**src/rtl/psg_bus_writer_pkg.sv**
```systemverilog
// Shared PSG definitions: register-select codes and the latch/data byte formats
// that appear on the PSG data bus. Used by the bus writer and the PSG core.
package psg_bus_writer_pkg;

  localparam logic [2:0] REG_TONE0 = 3'b000;
  localparam logic [2:0] REG_ATTN0 = 3'b001;
  localparam logic [2:0] REG_TONE1 = 3'b010;
  localparam logic [2:0] REG_ATTN1 = 3'b011;
  localparam logic [2:0] REG_TONE2 = 3'b100;
  localparam logic [2:0] REG_ATTN2 = 3'b101;
  localparam logic [2:0] REG_NOISE = 3'b110;
  localparam logic [2:0] REG_ATTN3 = 3'b111;

  localparam logic       LATCH_FLAG  = 1'b1;
  localparam logic [1:0] DATA_PREFIX = 2'b00;

  localparam int CMD_W = 13;

  typedef struct packed {
    logic [2:0] regSel;
    logic [9:0] value;
  } psg_cmd_t;

  function automatic logic is_tone(input logic [2:0] sel);
    return (sel[0] == 1'b0) && (sel != REG_NOISE);
  endfunction

  // Noise only has a 3-bit control field; its top nibble bit is always zero.
  function automatic logic [7:0] latch_byte(input psg_cmd_t cmd);
    logic [3:0] nib;
    nib = (cmd.regSel == REG_NOISE) ? {1'b0, cmd.value[2:0]} : cmd.value[3:0];
    return {LATCH_FLAG, cmd.regSel, nib};
  endfunction

  function automatic logic [7:0] data_byte(input logic [9:0] value);
    return {DATA_PREFIX, value[9:4]};
  endfunction

endpackage

```
**src/rtl/psg_cmd_fifo.sv**
```systemverilog
// Small synchronous command FIFO for the PSG bus writer. Push is ignored when
// full and pop is ignored when empty, so the occupancy can never wrap.
module psg_cmd_fifo
  import psg_bus_writer_pkg::*;
#(
  parameter int DEPTH = 4,
  parameter int WIDTH = CMD_W
) (
  input  logic             clk,
  input  logic             reset,
  input  logic             push_i,
  input  logic [WIDTH-1:0] pushData_i,
  input  logic             pop_i,
  output logic [WIDTH-1:0] popData_o,
  output logic             full_o,
  output logic             empty_o
);

  localparam int AW = $clog2(DEPTH);

  logic [WIDTH-1:0] mem_q [DEPTH];
  logic [AW-1:0]    wrPtr_q;
  logic [AW-1:0]    rdPtr_q;
  logic [AW:0]      count_q;
  logic             doPush;
  logic             doPop;

  assign full_o    = (count_q == (AW+1)'(DEPTH));
  assign empty_o   = (count_q == '0);
  assign doPush    = push_i && !full_o;
  assign doPop     = pop_i && !empty_o;
  assign popData_o = mem_q[rdPtr_q];

  // DEPTH is a power of two, so pointer overflow is the modulo wrap.
  always_ff @(posedge clk or posedge reset) begin
    if (reset) begin
      wrPtr_q <= '0;
      rdPtr_q <= '0;
      count_q <= '0;
    end else begin
      if (doPush) wrPtr_q <= wrPtr_q + 1'b1;
      if (doPop)  rdPtr_q <= rdPtr_q + 1'b1;
      case ({doPush, doPop})
        2'b10:   count_q <= count_q + 1'b1;
        2'b01:   count_q <= count_q - 1'b1;
        default: count_q <= count_q;
      endcase
    end
  end

  always_ff @(posedge clk) begin
    if (doPush) mem_q[wrPtr_q] <= pushData_i;
  end

endmodule

```
**src/rtl/psg_bus_writer.sv**
```systemverilog
// Queues PSG register writes and serialises them onto the 8-bit PSG bus as a
// latch byte plus an optional data byte, each framed by a we_n low pulse.
module psg_bus_writer
  import psg_bus_writer_pkg::*;
#(
  parameter int FIFO_DEPTH = 4,
  parameter int WE_CYCLES  = 2,
  parameter int GAP_CYCLES = 1
) (
  input  logic       clk,
  input  logic       reset,
  input  logic       cmd_valid,
  output logic       cmd_ready,
  input  logic [2:0] cmd_reg,
  input  logic [9:0] cmd_value,
  output logic [7:0] data_out,
  output logic       we_n,
  output logic       busy
);

  localparam logic [2:0] ST_IDLE      = 3'd0;
  localparam logic [2:0] ST_LATCH_WE  = 3'd1;
  localparam logic [2:0] ST_LATCH_GAP = 3'd2;
  localparam logic [2:0] ST_DATA_WE   = 3'd3;
  localparam logic [2:0] ST_DATA_GAP  = 3'd4;

  localparam int MAXC = (WE_CYCLES > GAP_CYCLES) ? WE_CYCLES : GAP_CYCLES;
  localparam int CW   = $clog2(MAXC) + 1;
  localparam logic [CW-1:0] WE_LAST  = CW'(WE_CYCLES - 1);
  localparam logic [CW-1:0] GAP_LAST = CW'(GAP_CYCLES - 1);

  psg_cmd_t      pushCmd;
  psg_cmd_t      popCmd;
  logic          fifoFull;
  logic          fifoEmpty;
  logic          fifoPop;
  logic [2:0]    state_q, state_d;
  logic [CW-1:0] cnt_q, cnt_d;
  logic [7:0]    dataByte_q, dataByte_d;
  logic [7:0]    dataOut_q, dataOut_d;
  logic          needsData_q, needsData_d;
  logic [1:0]    toneIdx_q, toneIdx_d;
  logic          weN_q, weN_d;
  logic [5:0]    shadow_q [4];
  logic          shadowWr;

  assign pushCmd   = '{regSel: cmd_reg, value: cmd_value};
  assign cmd_ready = !fifoFull;
  assign fifoPop   = (state_q == ST_IDLE) && !fifoEmpty;
  assign busy      = !fifoEmpty || (state_q != ST_IDLE);
  assign we_n      = weN_q;
  assign data_out  = dataOut_q;

  psg_cmd_fifo #(
    .DEPTH(FIFO_DEPTH),
    .WIDTH(CMD_W)
  ) u_fifo (
    .clk        (clk),
    .reset      (reset),
    .push_i     (cmd_valid),
    .pushData_i (pushCmd),
    .pop_i      (fifoPop),
    .popData_o  (popCmd),
    .full_o     (fifoFull),
    .empty_o    (fifoEmpty)
  );

  // weN_d and dataOut_d describe the next state, so the strobe and bus are
  // registered outputs that change exactly with the state transitions.
  always_comb begin
    state_d     = state_q;
    cnt_d       = cnt_q;
    dataByte_d  = dataByte_q;
    dataOut_d   = dataOut_q;
    needsData_d = needsData_q;
    toneIdx_d   = toneIdx_q;
    weN_d       = 1'b1;
    shadowWr    = 1'b0;
    case (state_q)
      ST_IDLE: begin
        if (!fifoEmpty) begin
          dataOut_d   = latch_byte(popCmd);
          dataByte_d  = data_byte(popCmd.value);
          toneIdx_d   = popCmd.regSel[2:1];
          needsData_d = is_tone(popCmd.regSel) &&
                        (popCmd.value[9:4] != shadow_q[popCmd.regSel[2:1]]);
          cnt_d       = '0;
          weN_d       = 1'b0;
          state_d     = ST_LATCH_WE;
        end
      end
      ST_LATCH_WE: begin
        if (cnt_q == WE_LAST) begin
          cnt_d   = '0;
          state_d = ST_LATCH_GAP;
        end else begin
          cnt_d = cnt_q + 1'b1;
          weN_d = 1'b0;
        end
      end
      ST_LATCH_GAP: begin
        if (cnt_q == GAP_LAST) begin
          cnt_d = '0;
          if (needsData_q) begin
            dataOut_d = dataByte_q;
            weN_d     = 1'b0;
            state_d   = ST_DATA_WE;
          end else begin
            state_d = ST_IDLE;
          end
        end else begin
          cnt_d = cnt_q + 1'b1;
        end
      end
      ST_DATA_WE: begin
        if (cnt_q == WE_LAST) begin
          cnt_d    = '0;
          shadowWr = 1'b1;
          state_d  = ST_DATA_GAP;
        end else begin
          cnt_d = cnt_q + 1'b1;
          weN_d = 1'b0;
        end
      end
      ST_DATA_GAP: begin
        if (cnt_q == GAP_LAST) begin
          cnt_d   = '0;
          state_d = ST_IDLE;
        end else begin
          cnt_d = cnt_q + 1'b1;
        end
      end
      default: state_d = ST_IDLE;
    endcase
  end

  always_ff @(posedge clk or posedge reset) begin
    if (reset) begin
      state_q     <= ST_IDLE;
      cnt_q       <= '0;
      dataByte_q  <= '0;
      dataOut_q   <= '0;
      needsData_q <= 1'b0;
      toneIdx_q   <= '0;
      weN_q       <= 1'b1;
    end else begin
      state_q     <= state_d;
      cnt_q       <= cnt_d;
      dataByte_q  <= dataByte_d;
      dataOut_q   <= dataOut_d;
      needsData_q <= needsData_d;
      toneIdx_q   <= toneIdx_d;
      weN_q       <= weN_d;
    end
  end

  // Zero matches the PSG's own tone reset value, so a first write with zero
  // high bits correctly skips its data byte.
  always_ff @(posedge clk or posedge reset) begin
    if (reset) begin
      for (int i = 0; i < 4; i++) shadow_q[i] <= '0;
    end else if (shadowWr) begin
      shadow_q[toneIdx_q] <= dataByte_q[5:0];
    end
  end

endmodule

```
**config.mk**
```make
export PLATFORM = sky130hd
export DESIGN_NAME = psg_bus_writer
export DESIGN_NICKNAME = d
export VERILOG_FILES = /design/src/rtl/psg_bus_writer_pkg.sv /design/src/rtl/psg_cmd_fifo.sv /design/src/rtl/psg_bus_writer.sv
export SDC_FILE = /design/constraint.sdc
export NUM_CORES = 1
export LEC_CHECK = 0
export BUFFER_PORTS_ARGS = -buffer_cell sky130_fd_sc_hd__buf_4
export CAP_MARGIN = 10
export CORE_ASPECT_RATIO = 1.4
export CORE_MARGIN = 2
export CORE_UTILIZATION = 30
export DETAILED_ROUTE_END_ITERATION = 10
export SLEW_MARGIN = 40
export SYNTH_ARGS = -nofsm -noshare
export SYNTH_HDL_FRONTEND = slang
export SYNTH_SLANG_ARGS = --single-unit
```
**constraint.sdc**
```tcl
create_clock -name clk -period 2.7 [get_ports clk]
set_input_delay 0 -clock clk [delete_from_list [all_inputs] [get_ports clk]]
set_output_delay 0 -clock clk [all_outputs]
set_load 0.01 [all_outputs]
```
# Yosys cells after proc, flatten, opt, wreduce, memory -nomap -nowiden
# Memories as Yosys holds them, arrays and structs flattened.
# Index checks and enable logic that the tools add are counted.
# totals
ff_bits	54
mem_bits_rw	52
input_bits	16
out_inout_bits	11
wordCells	97
n_memories	1
# memory_table
name	depth	word_bits	rd	rd_clocked_by_memory_dff	wr	line_no	rtl
u_fifo.mem_q	4	13	1	0	1	psg_cmd_fifo.sv:21	logic [WIDTH-1:0] mem_q [DEPTH];
# op_classes
add_sub_neg	5
n_lt_le_gt_ge	3
eq_ne	17
mux	31
bitwise_logic	4
n_reduce_logical	22
# ops
cell	n
bitwise mux 24 bit	1
two-way mux 8 bit	3
two-way mux 6 bit	3
one-hot mux 8 bit (2 select lines)	1
two-way mux 3 bit	5
one-hot mux 3 bit (5 select lines)	1
binary-select mux 6 bit (select 2 bit)	1
demux 6 bit (select 2 bit)	1
!= test 2 bit, second input constant	6
== test 3 bit, second input constant	3
two-way mux 2 bit	4
two-way mux 1 bit	7
adder 2 x 1 -> 2 bit, second input constant	3
== test 3 x 2 -> 1 bit, second input constant	2
>= comparator 3 bit, second input constant	2
logical AND 1 bit	6
logical NOT 3 bit	2
!= test 6 bit	1
NOT 2 -> 3 bit	2
one-hot mux 2 bit (3 select lines)	1
one-hot mux 3 bit (2 select lines)	1
nonzero test 3 bit	2
AND reduction 5 bit	1
== test 2 x 1 -> 1 bit, second input constant	2
16 further kinds	21

# Logic depth before layout (Yosys ltp)
# Gate-level depths: netlist of run 1.
# An unclocked memory read counts as a cell.
# depth
ltp_word	7
ltp_mapped	11
ltp_nobuf	10

# By module
# A second synthesis of run 1 with hierarchy kept.
# unflattened
cells_unflattened	288
area_unflattened_um2	4665.7
# by_module_without_submodules
mod	n_inst	cells_each	area_each_um2	seq_area_each_um2
psg_cmd_fifo	1	106	2338.5	1736.7
psg_bus_writer	1	182	2327.2	1177.4

# Worst setup path before layout of run 1
# No wires, ideal clock.
# synth_path
kind	register -> register
start	reg state_q[2]
end	reg u_fifo.count_q[2]
setup_ns	0.079
arrival_time_ns	2.380
required_time_ns	2.621
setup_slack_ns	0.241
path_stages_with_launch	12
path_buffers	2
period_less_slack_ns	2.459
cell_sequence	dfrtp_1 clkbuf_1 nor3_1 nand2b_1 inv_1 clkbuf_1 ha_1 inv_1 fa_1 xor2_1 nor2_1 xor2_1
# synth_between
elab_chain_cells	5
word_cells_on_any_way	7
classes_between	eq/ne (2); mux (1); reduce/logical (4)
# synth_rtl
item	line_no	rtl
start: declaration	psg_bus_writer.sv:37	logic [2:0] state_q, state_d;
start signal: assignment	psg_bus_writer.sv:147	state_q <= state_d;
logical NOT 3 bit (*)	psg_bus_writer.sv:49	assign fifoPop = (state_q == ST_IDLE) && !fifoEmpty;
logical AND 1 bit (*)	psg_bus_writer.sv:49	
net fifoPop	psg_bus_writer.sv:36	logic fifoPop;
logical AND 1 bit (*)	psg_cmd_fifo.sv:31	assign doPop = pop_i && !empty_o;
== test 2 x 1 -> 1 bit or == test 2 bit (tied branches)	psg_cmd_fifo.sv:43	case ({doPush, doPop})
one-hot mux 3 bit (2 select lines) or nonzero test 2 bit (tied branches)	-	
end signal: assignment	psg_cmd_fifo.sv:44	2'b10: count_q <= count_q + 1'b1;
end signal: assignment	psg_cmd_fifo.sv:45	2'b01: count_q <= count_q - 1'b1;
end signal: assignment	psg_cmd_fifo.sv:46	default: count_q <= count_q;
end: declaration	psg_cmd_fifo.sv:24	logic [AW:0] count_q;
# The timed path passes the listed nets; every way through them passes the cells marked *.
# A chain may end at the register's enable or synchronous reset.

# Worst setup path after layout of run 1
# layout_path
start	reg u_fifo.rdPtr_q[0]
end	reg needsData_q
# layout_between
elab_chain_cells	7
word_cells_on_any_way	10
classes_between	eq/ne (2); mux (3); bitwise (2); reduce/logical (2); memory (1)
# layout_rtl
item	line_no	rtl
start: declaration	psg_cmd_fifo.sv:23	logic [AW-1:0] rdPtr_q;
start signal: assignment	psg_cmd_fifo.sv:42	if (doPop) rdPtr_q <= rdPtr_q + 1'b1;
memory read (4 x 13 bit) (*)	-	
NOT 2 -> 3 bit (not written as such)	psg_bus_writer.sv:86	(popCmd.value[9:4] != shadow_q[popCmd.regSel[2:1]]);
binary-select mux 6 bit (select 2 bit)	psg_bus_writer.sv:86	
two-way mux 6 bit (not written as such) (2 in a row)	psg_bus_writer.sv:86	
!= test 6 bit	psg_bus_writer.sv:86	
logical AND 1 bit (*)	psg_bus_writer.sv:85	needsData_d = is_tone(popCmd.regSel) &&
end signal: assignment	psg_bus_writer.sv:151	needsData_q <= needsData_d;
end: declaration	psg_bus_writer.sv:41	logic needsData_q, needsData_d;
# Every way passes the cells marked *; elsewhere a longest branch is shown, timed or not. The select of a mux whose other input is x is not followed.

==> results of run 1 <==
[path summary, 6_finish.rpt]
path / end / slack (ns) / cells past startpoint
max in group asynchronous: shadow_q[12] / 1.77 / 4
min in group asynchronous: cnt_q[0] / 0.27 / 3
worst max-delay path: needsData_q / 0.44 / 6
worst min register to register: data_out[7] / 0.48 / 2
worst min-delay path: u_fifo.wrPtr_q[0] / 0.06 / 3
worst max register to register: needsData_q / 0.44 / 6
[final cells by class]
class | count | area [um^2] | share of cell area
Sequential cell | 106 | 2910 | 0.541
Multi-Input combinational cell | 180 | 1510 | 0.279
Timing Repair Buffer | 47 | 388 | 0.0720
Tap cell | 192 | 240 | 0.0446
Clock buffer | 9 | 225 | 0.0418
Clock inverter | 7 | 70.1 | 0.0130
Inverter | 12 | 45.0 | 0.00836
[cell families (layout without fill, tap and decap cells)]
| group | Yosys count | count (layout) | synth area share |
|---|---|---|---|
| XOR/XNOR | 13 | 13 | 0.0250 |
| adder cells (fa/ha/maj) | 10 | 10 | 0.0292 |
| buffers and inverters | 27 | 75 | 0.0286 |
| multiplexers | 55 | 55 | 0.167 |
| AO/OA/AOI/OAI | 24 | 24 | 0.0352 |
| flip-flops | 106 | 106 | 0.641 |
| AND/OR/NAND/NOR | 78 | 78 | 0.0748 |
[state kept, by name, summed over array words and instances (netlist names), 2 cells and up]
name and flops:
u_fifo.count_q 3, dataByte_q 6, toneIdx_q 2, u_fifo.rdPtr_q 2
u_fifo.mem_q 52, state_q 3, u_fifo.wrPtr_q 2, data_out 8
shadow_q 24, cnt_q 2
[power groups by stage]
stage | combinational, mW | sequential, mW | clock (mW)
floorplan | 1.64 | 2.46 | 0
detailed placement | 2.12 | 2.59 | 0
global placement | 2.07 | 2.57 | 0
finish | 2.09 | 2.54 | 1.28
global route | 2.34 | 2.61 | 1.35
CTS | 2.14 | 2.55 | 1.31
[worst max-delay path: stages, from the launching register on]
cell	delay, ns
dfrtp_1	0.40
mux4_2	0.75
mux2i_1	0.23
mux2i_1	0.10
xor2_1	0.17
a2111oi_2	0.33
a41oi_1	0.14
[metal layers]
| metal | wire, um | share of wire | vias to the layer above |
|---|---|---|---|
| met5 | 0 | 0 | - |
| met4 | 210 | 0.025 | 0 |
| met3 | 175 | 0.020 | 11 |
| met2 | 4680 | 0.55 | 27 |
| met1 | 3490 | 0.41 | 1266 |
| li1 | - | - | 1205 |
[synthesized netlist by cell type]
master and number:
dfrtp_1 53, edfxtp_1 52, nand2_1 44, mux2_2 24, mux2i_1 18, inv_1 12
nor2_1 11, clkbuf_1 10, ha_1 9, mux4_2 9, xnor2_1 8, o21ai_0 7
a21oi_1 6, and3_1 5, nor3_1 5, xor2_1 5, mux4_1 4, nand3_1 4
a211oi_1 3, nor2b_1 3, a22oi_1 2, and2_1 2, buf_2 2, buf_6 2
nand2b_1 2, a2111oi_2 1, a21o_1 1, a222oi_1 1, a22o_1 1, a41oi_1 1
and2b_1 1, buf_8 1, dfstp_2 1, fa_1 1, nand4_1 1, o211ai_1 1
[metrics by stage]
step | instances | instance area [um^2] | worst slack (ns) | hold WS (ns)
6_report | 553 | 5390 | 0.437 | 0.0592
5_1_grt | 553 | 5390 | 0.255 | 0.0830
4_1_cts | 553 | 5390 | 0.408 | 0.0422
3_5_place_dp | 523 | 4950 | 0.424 | 0.112
3_3_place_gp | 523 | 4950 | 0.459 | 0.107
2_1_floorplan | 313 | 4550 | 0.241 | 0.0989
[timing repair]
| action | CTS | global route |
|---|---|---|
| hold endpoints to repair | 75 | 0 |
| endpoints found under the setup margin | 0 | 0 |
| hold buffers | 14 | 0 |
==> impl_metrics.env, run 1 <==
export IMPL_tritoncts_num_buffers=9
export IMPL_clock_skew_final_ns=0.00728
export IMPL_synth_warnings=0
export IMPL_post_route_util=0.361
export IMPL_final_hold_viol_count=0
export IMPL_drt_iter0_drc=105
export IMPL_clock_latency_ns=0.35
export IMPL_worst_pin_slew_ns=0.729
export IMPL_vias_per_cell=4.54
export IMPL_critical_path_max_fanout=18
export IMPL_fin_nets=382
export IMPL_cts_sink_count=106
export IMPL_post_cts_resized=0
export IMPL_total_via_count_in_the_routed_design=2509
export IMPL_run_status="complete, no violations"
export IMPL_route_detailed_wl_per_inst_um=15.5
export IMPL_grt_first_pass_wirelength_mm=14.0
export IMPL_quantity_of_i_o_buffers_inserted_on_ports=26
export IMPL_postSynthAreaPerCell_um2=14.5
export IMPL_p_clk_frac=0.217
export IMPL_grt_antenna_before_repair=0
export IMPL_grt_util_all_layers=0.115
export IMPL_grt_start_max_net_pins=27
export IMPL_floorplan_die_height_um=150
export IMPL_setup_tns_final_ns=0
export IMPL_internal_power_mw=3.83
export IMPL_fill_cells=1427
export IMPL_drive_gt1_frac=0.235
export IMPL_design_power_total_mw=5.92
export IMPL_fraction_of_the_cycle_the_final_worst_path_needs=0.838
export IMPL_arrival_time_at_the_worst_endpoint_ns=2.48
export IMPL_cts_tree="built"
export IMPL_post_cts_repair_setup_buffers=0
export IMPL_hold_sp="cmd_valid"
export IMPL_synth_cells=313
export IMPL_first_element_of_the_critical_path="u_fifo.rdPtr_q[0]"
export IMPL_die_area_um2=16200
export IMPL_number_of_detailed_routing_iterations_run_before_antenna_repair=4
export IMPL_clkSlewWorstSetupHoldPaths_ns=0.07
export IMPL_die_w_um=108
export IMPL_met1_usage=0.128
export IMPL_clk_root_buffer_cell="clkbuf_16"
export IMPL_synth_distinct_cells=36
export IMPL_layout_cells_most_common="dfrtp_1"
export IMPL_period_minus_slack_ns=2.26
export IMPL_cts_path_max_buffers=2
export IMPL_antenna_cell_count=0
export IMPL_synth_largest_type_area_fraction=0.343
export IMPL_yosys_area_top_type="edfxtp_1"
export IMPL_final_setup_viol_count=0
export IMPL_drc_errors=0
export IMPL_crit_type="reg2reg"
export IMPL_number_of_global_route_vias_before_repair=2684
export IMPL_rows=53
export IMPL_globalRouteMet3Util=0.0248
export IMPL_maxSlewViolCount=0
export IMPL_post_dp_hpwl_mm=6.04
export IMPL_grt_busiest_layer="met2"
export IMPL_layout_common_cells="dfrtp_1, edfxtp_1, nand2_1, buf_4, mux2_2"
export IMPL_static_leakage_power_nw=2.25
export IMPL_switchingPower_mw=2.09
export IMPL_remaining_global_route_overflow=0
export IMPL_synth_seq_area_share=0.641
export IMPL_ys_top_cells_by_area="edfxtp_1, dfrtp_1, mux2_2"
export IMPL_synth_cell_area_um2=4550
export IMPL_combinationalPowerShare=0.353
export IMPL_power_share_switching=0.353
export IMPL_worstPathRequired_ns=2.91
export IMPL_starting_utilization_of_the_core_area=0.305
export IMPL_gpl_congestion=0.774
export IMPL_drv_cap=0
export IMPL_crit_reg2reg_launch="u_fifo.rdPtr_q[0]"
export IMPL_postRouteWirelength_mm=8.56
export IMPL_critical_path_endpoint_type="register"
export IMPL_design_core_area_um2=14900
export IMPL_maxSlewHeadroom=0.514
export IMPL_grt_setup_unrepaired="false"
export IMPL_antenna_violation_net_count_after_detailed_routing=0
export IMPL_timing_fmax_ghz=0.442
export IMPL_syn_nets=339
export IMPL_area_growth_synth_to_final_pct=18.4
export IMPL_hold_path_class="in2reg"
export IMPL_synth_seq_cells=106
export IMPL_ioPinCount=27
export IMPL_ir_drop_mv=0.547
export IMPL_critical_path_startpoint_type="register"
export IMPL_met2_routing_resource_usage_after_global_routing=0.209
export IMPL_cellPowerDensity_nw_per_um2=1100
export IMPL_power_sequential_fraction=0.430
export IMPL_h_tree_depth=3
No activity file was read; power rests on OpenSTA's default activity.
==> run 2, diff against run 1 <==
Settings changed: ABC_AREA set to 1.
Clock period 2.7 ns to 1.93 ns, I/O delays scaled along.
==> impl_metrics.env, run 2 <==
export IMPL_critical_path_endpoint_type="register"
export IMPL_area_growth_synth_to_final_pct=25.9
export IMPL_synth_cells=480
export IMPL_critical_path_max_stage_delay_ns=0.42
export IMPL_registers_top_by_ff_count="u_fifo.mem_q"
export IMPL_die_area_um2=17100
export IMPL_gpl_congestion=0.811
export IMPL_timing_fmax_ghz=0.477
export IMPL_final_setup_viol_count=2
export IMPL_design_power_total_mw=10.8
export IMPL_floorplan_die_height_um=154
export IMPL_synth_async_reset_ratio=0.509
export IMPL_power_sequential_fraction=0.334
export IMPL_hold_sp="cmd_valid"
export IMPL_h_tree_depth=3
export IMPL_internal_power_mw=6.36
export IMPL_grt_first_pass_wirelength_mm=18.3
export IMPL_switchingPower_mw=4.40
export IMPL_cts_sink_count=106
export IMPL_drv_cap=0
export IMPL_worst_hold_path_endpoint="u_fifo.wrPtr_q[0]"
export IMPL_grt_start_max_net_pins=25
export IMPL_ys_top_cells_by_area="edfxtp_1, dfrtp_1, nand2_1"
export IMPL_cellPowerDensity_nw_per_um2=1770
export IMPL_critical_path_most_common_cell="nand2_4"
export IMPL_grt_antenna_before_repair=0
export IMPL_synth_edf_count=52
export IMPL_period_minus_slack_ns=2.10
export IMPL_finalWorstSetupSlack_ns=-0.165
export IMPL_cts_tree="built"
export IMPL_drt_iter0_drc=216
export IMPL_combinationalPowerShare=0.485
export IMPL_worstPathRequired_ns=2.18
export IMPL_grt_util_all_layers=0.134
export IMPL_synth_cell_area_um2=4830
export IMPL_critical_path_top_delay_family="simple AND/OR/NAND/NOR gates"
export IMPL_tritoncts_num_buffers=9
export IMPL_finish_instance_area_um2=6080
export IMPL_starting_utilization_of_the_core_area=0.308
export IMPL_antenna_violation_net_count_after_detailed_routing=0
export IMPL_antenna_cell_count=0
export IMPL_drive_gt1_frac=0.230
export IMPL_cpMaxStageDelayCell="dfrtp_1"
export IMPL_final_hold_viol_count=0
export IMPL_clock_skew_final_ns=0.0129
export IMPL_number_of_detailed_routing_iterations_run_before_antenna_repair=5
export IMPL_detailed_place_area_um2=5540
export IMPL_postSynthAreaPerCell_um2=10.1
export IMPL_arrival_time_at_the_worst_endpoint_ns=2.34
export IMPL_ioPinCount=27
export IMPL_rows=54
export IMPL_layout_common_cells="nand2_1, buf_4, nand3_1, dfrtp_1, edfxtp_1"
export IMPL_clkSlewWorstSetupHoldPaths_ns=0.08
export IMPL_timing_critical_path_cells="inv_1 -> nand3_1 -> nand2_2 -> nand2_4 -> nand3_4 -> nor2_8 -> nand2_4 -> inv_8 -> ha_4 -> inv_2 -> fa_2 -> a21oi_2 -> o21ai_1 -> xnor2_1"
export IMPL_maxSlewViolCount=0
export IMPL_die_w_um=111
export IMPL_hold_path_depth=4
export IMPL_maxSlewHeadroom=0.646
export IMPL_postRouteWirelength_mm=11.0
export IMPL_layout_cells_most_common="nand2_1"
export IMPL_remaining_global_route_overflow=0
export IMPL_worst_pin_slew_ns=0.530
export IMPL_power_share_switching=0.409
export IMPL_run_status="finished, violations left"
export IMPL_clk_root_buffer_cell="clkbuf_16"
export IMPL_vias_per_cell=4.71
export IMPL_synth_largest_type_area_fraction=0.323
export IMPL_fraction_of_the_cycle_the_final_worst_path_needs=1.09
export IMPL_number_of_global_route_vias_before_repair=3659
export IMPL_largest_register_ff_count=52
export IMPL_regToRegSetupSlack_ns=-0.17
export IMPL_fin_nets=591
export IMPL_count_leader_synth="nand2_1"
export IMPL_rr_worst_depth=14
export IMPL_total_via_count_in_the_routed_design=3611
export IMPL_synth_seq_area_share=0.603
export IMPL_clock_latency_ns=0.36
export IMPL_critical_path_max_fanout=4
export IMPL_dominantRegCellSynth="dfrtp_1"
export IMPL_post_place_ws_ns=-0.221
export IMPL_grt_setup_unrepaired="true"
export IMPL_synth_seq_cells=106
export IMPL_synth_distinct_cells=37
export IMPL_post_dp_hpwl_mm=7.81
export IMPL_static_leakage_power_nw=2.63
export IMPL_crit_reg2reg_capture="u_fifo.count_q[2]"
export IMPL_synth_warnings=0
export IMPL_critical_path_startpoint_type="register"
export IMPL_synth_cells_most_frequent="nand2_1, nand3_1, dfrtp_1"
export IMPL_syn_nets=506
export IMPL_design_core_area_um2=15700
export IMPL_failed_checks="setup timing"
export IMPL_ir_drop_mv=0.742
export IMPL_crit_reg2reg_launch="state_q[2]"
export IMPL_cts_path_max_buffers=2
export IMPL_first_element_of_the_critical_path="state_q[2]"
export IMPL_hold_path_class="in2reg"
export IMPL_quantity_of_i_o_buffers_inserted_on_ports=26
export IMPL_crit_type="reg2reg"
export IMPL_route_detailed_wl_per_inst_um=14.4
export IMPL_drc_errors=0
export IMPL_p_clk_frac=0.180
export IMPL_cp_buffers_inverters=3
export IMPL_yosys_area_top_type="edfxtp_1"
run 2: cell count changes after synthesis, sizes merged, moves of 13 or more:
cell   delta
inv      +32
mux2i    -18
nand2    +90
mux2     -24
nor2     +14
mux4     -13
nand3    +57
o21ai    +38
run 2: worst register-to-register path: cells and delay by family (launching register included):
kind                     cells  cell delay (ns)
AND/OR/NAND/NOR              6             0.61
adder cells (fa/ha/maj)      2             0.47
flip-flops                   1             0.42
AO/OA/AOI/OAI                2             0.19
buffers and inverters        3             0.17
XOR/XNOR                     1             0.13
run 2: what timing repair did:
item	CTS	global route
gates resized for setup	3	11
pin swaps	8	8
setup buffers	4	2
hold buffers	14	0
endpoints found under the setup margin	2	3
endpoints found under the hold margin	73	0
run 2: area by class of cell:
class                      instances  area, um^2
multi-input combinational        313        1690
tap                              196         245
inverter                          44         184
clock inverter                     7        95.1
fill                            1517        9590
sequential                       106        2920
timing repair buffer              91         729
clock buffer                       9         225
run 2: routing by layer:
metal / up-vias / track usage / wire, um
met5: - / 0 / 0
met2: 74 / 0.254 / 6090
met3: 17 / 0.0260 / 373
li1: 1777 / - / -
met4: 0 / 0.0447 / 169
met1: 1743 / 0.148 / 4400
run 2: kinds of logic after synthesis:
family,count (synthesis),synth area share
compound gates,70,0.0806
xor+xnor,4,0.00881
fa+ha+maj,10,0.0275
buf+inv,61,0.0562
flops,106,0.603
simple gates,229,0.224
run 2: power by group through the flow:
stage          Combinational, mW  Clock (mW)  Sequential (mW)
6_report                    5.22        1.94             3.60
3_3_place_gp                4.86           0             3.59
2_1_floorplan               3.38           0             3.56
5_1_grt                     5.89        2.06             3.67
3_5_place_dp                5.00           0             3.62
4_1_cts                     5.14        1.97             3.58
run 2: how the worst max path moves through the flow:
stage,cells past startpoint,slack (ns),endpoint
final,14,-0.17,u_fifo.count_q[2]
after global routing,15,-0.36,u_fifo.count_q[2]
after CTS,12,-0.17,u_fifo.count_q[2]
after detailed placement,15,-0.22,u_fifo.count_q[2]
after global placement,15,-0.21,u_fifo.count_q[2]
after floorplan,16,-0.33,u_fifo.count_q[2]
run 2: stage by stage:
stage,utilization,TNS (ns),hold slack [ns],instances
2_1_floorplan,-,-0.554,0.0989,480
3_3_place_gp,0.353,-0.276,0.0732,730
3_5_place_dp,0.353,-0.333,0.0813,730
4_1_cts,0.385,-0.256,0.145,764
5_1_grt,0.388,-0.741,0.166,766
6_report,0.388,-0.253,0.143,766
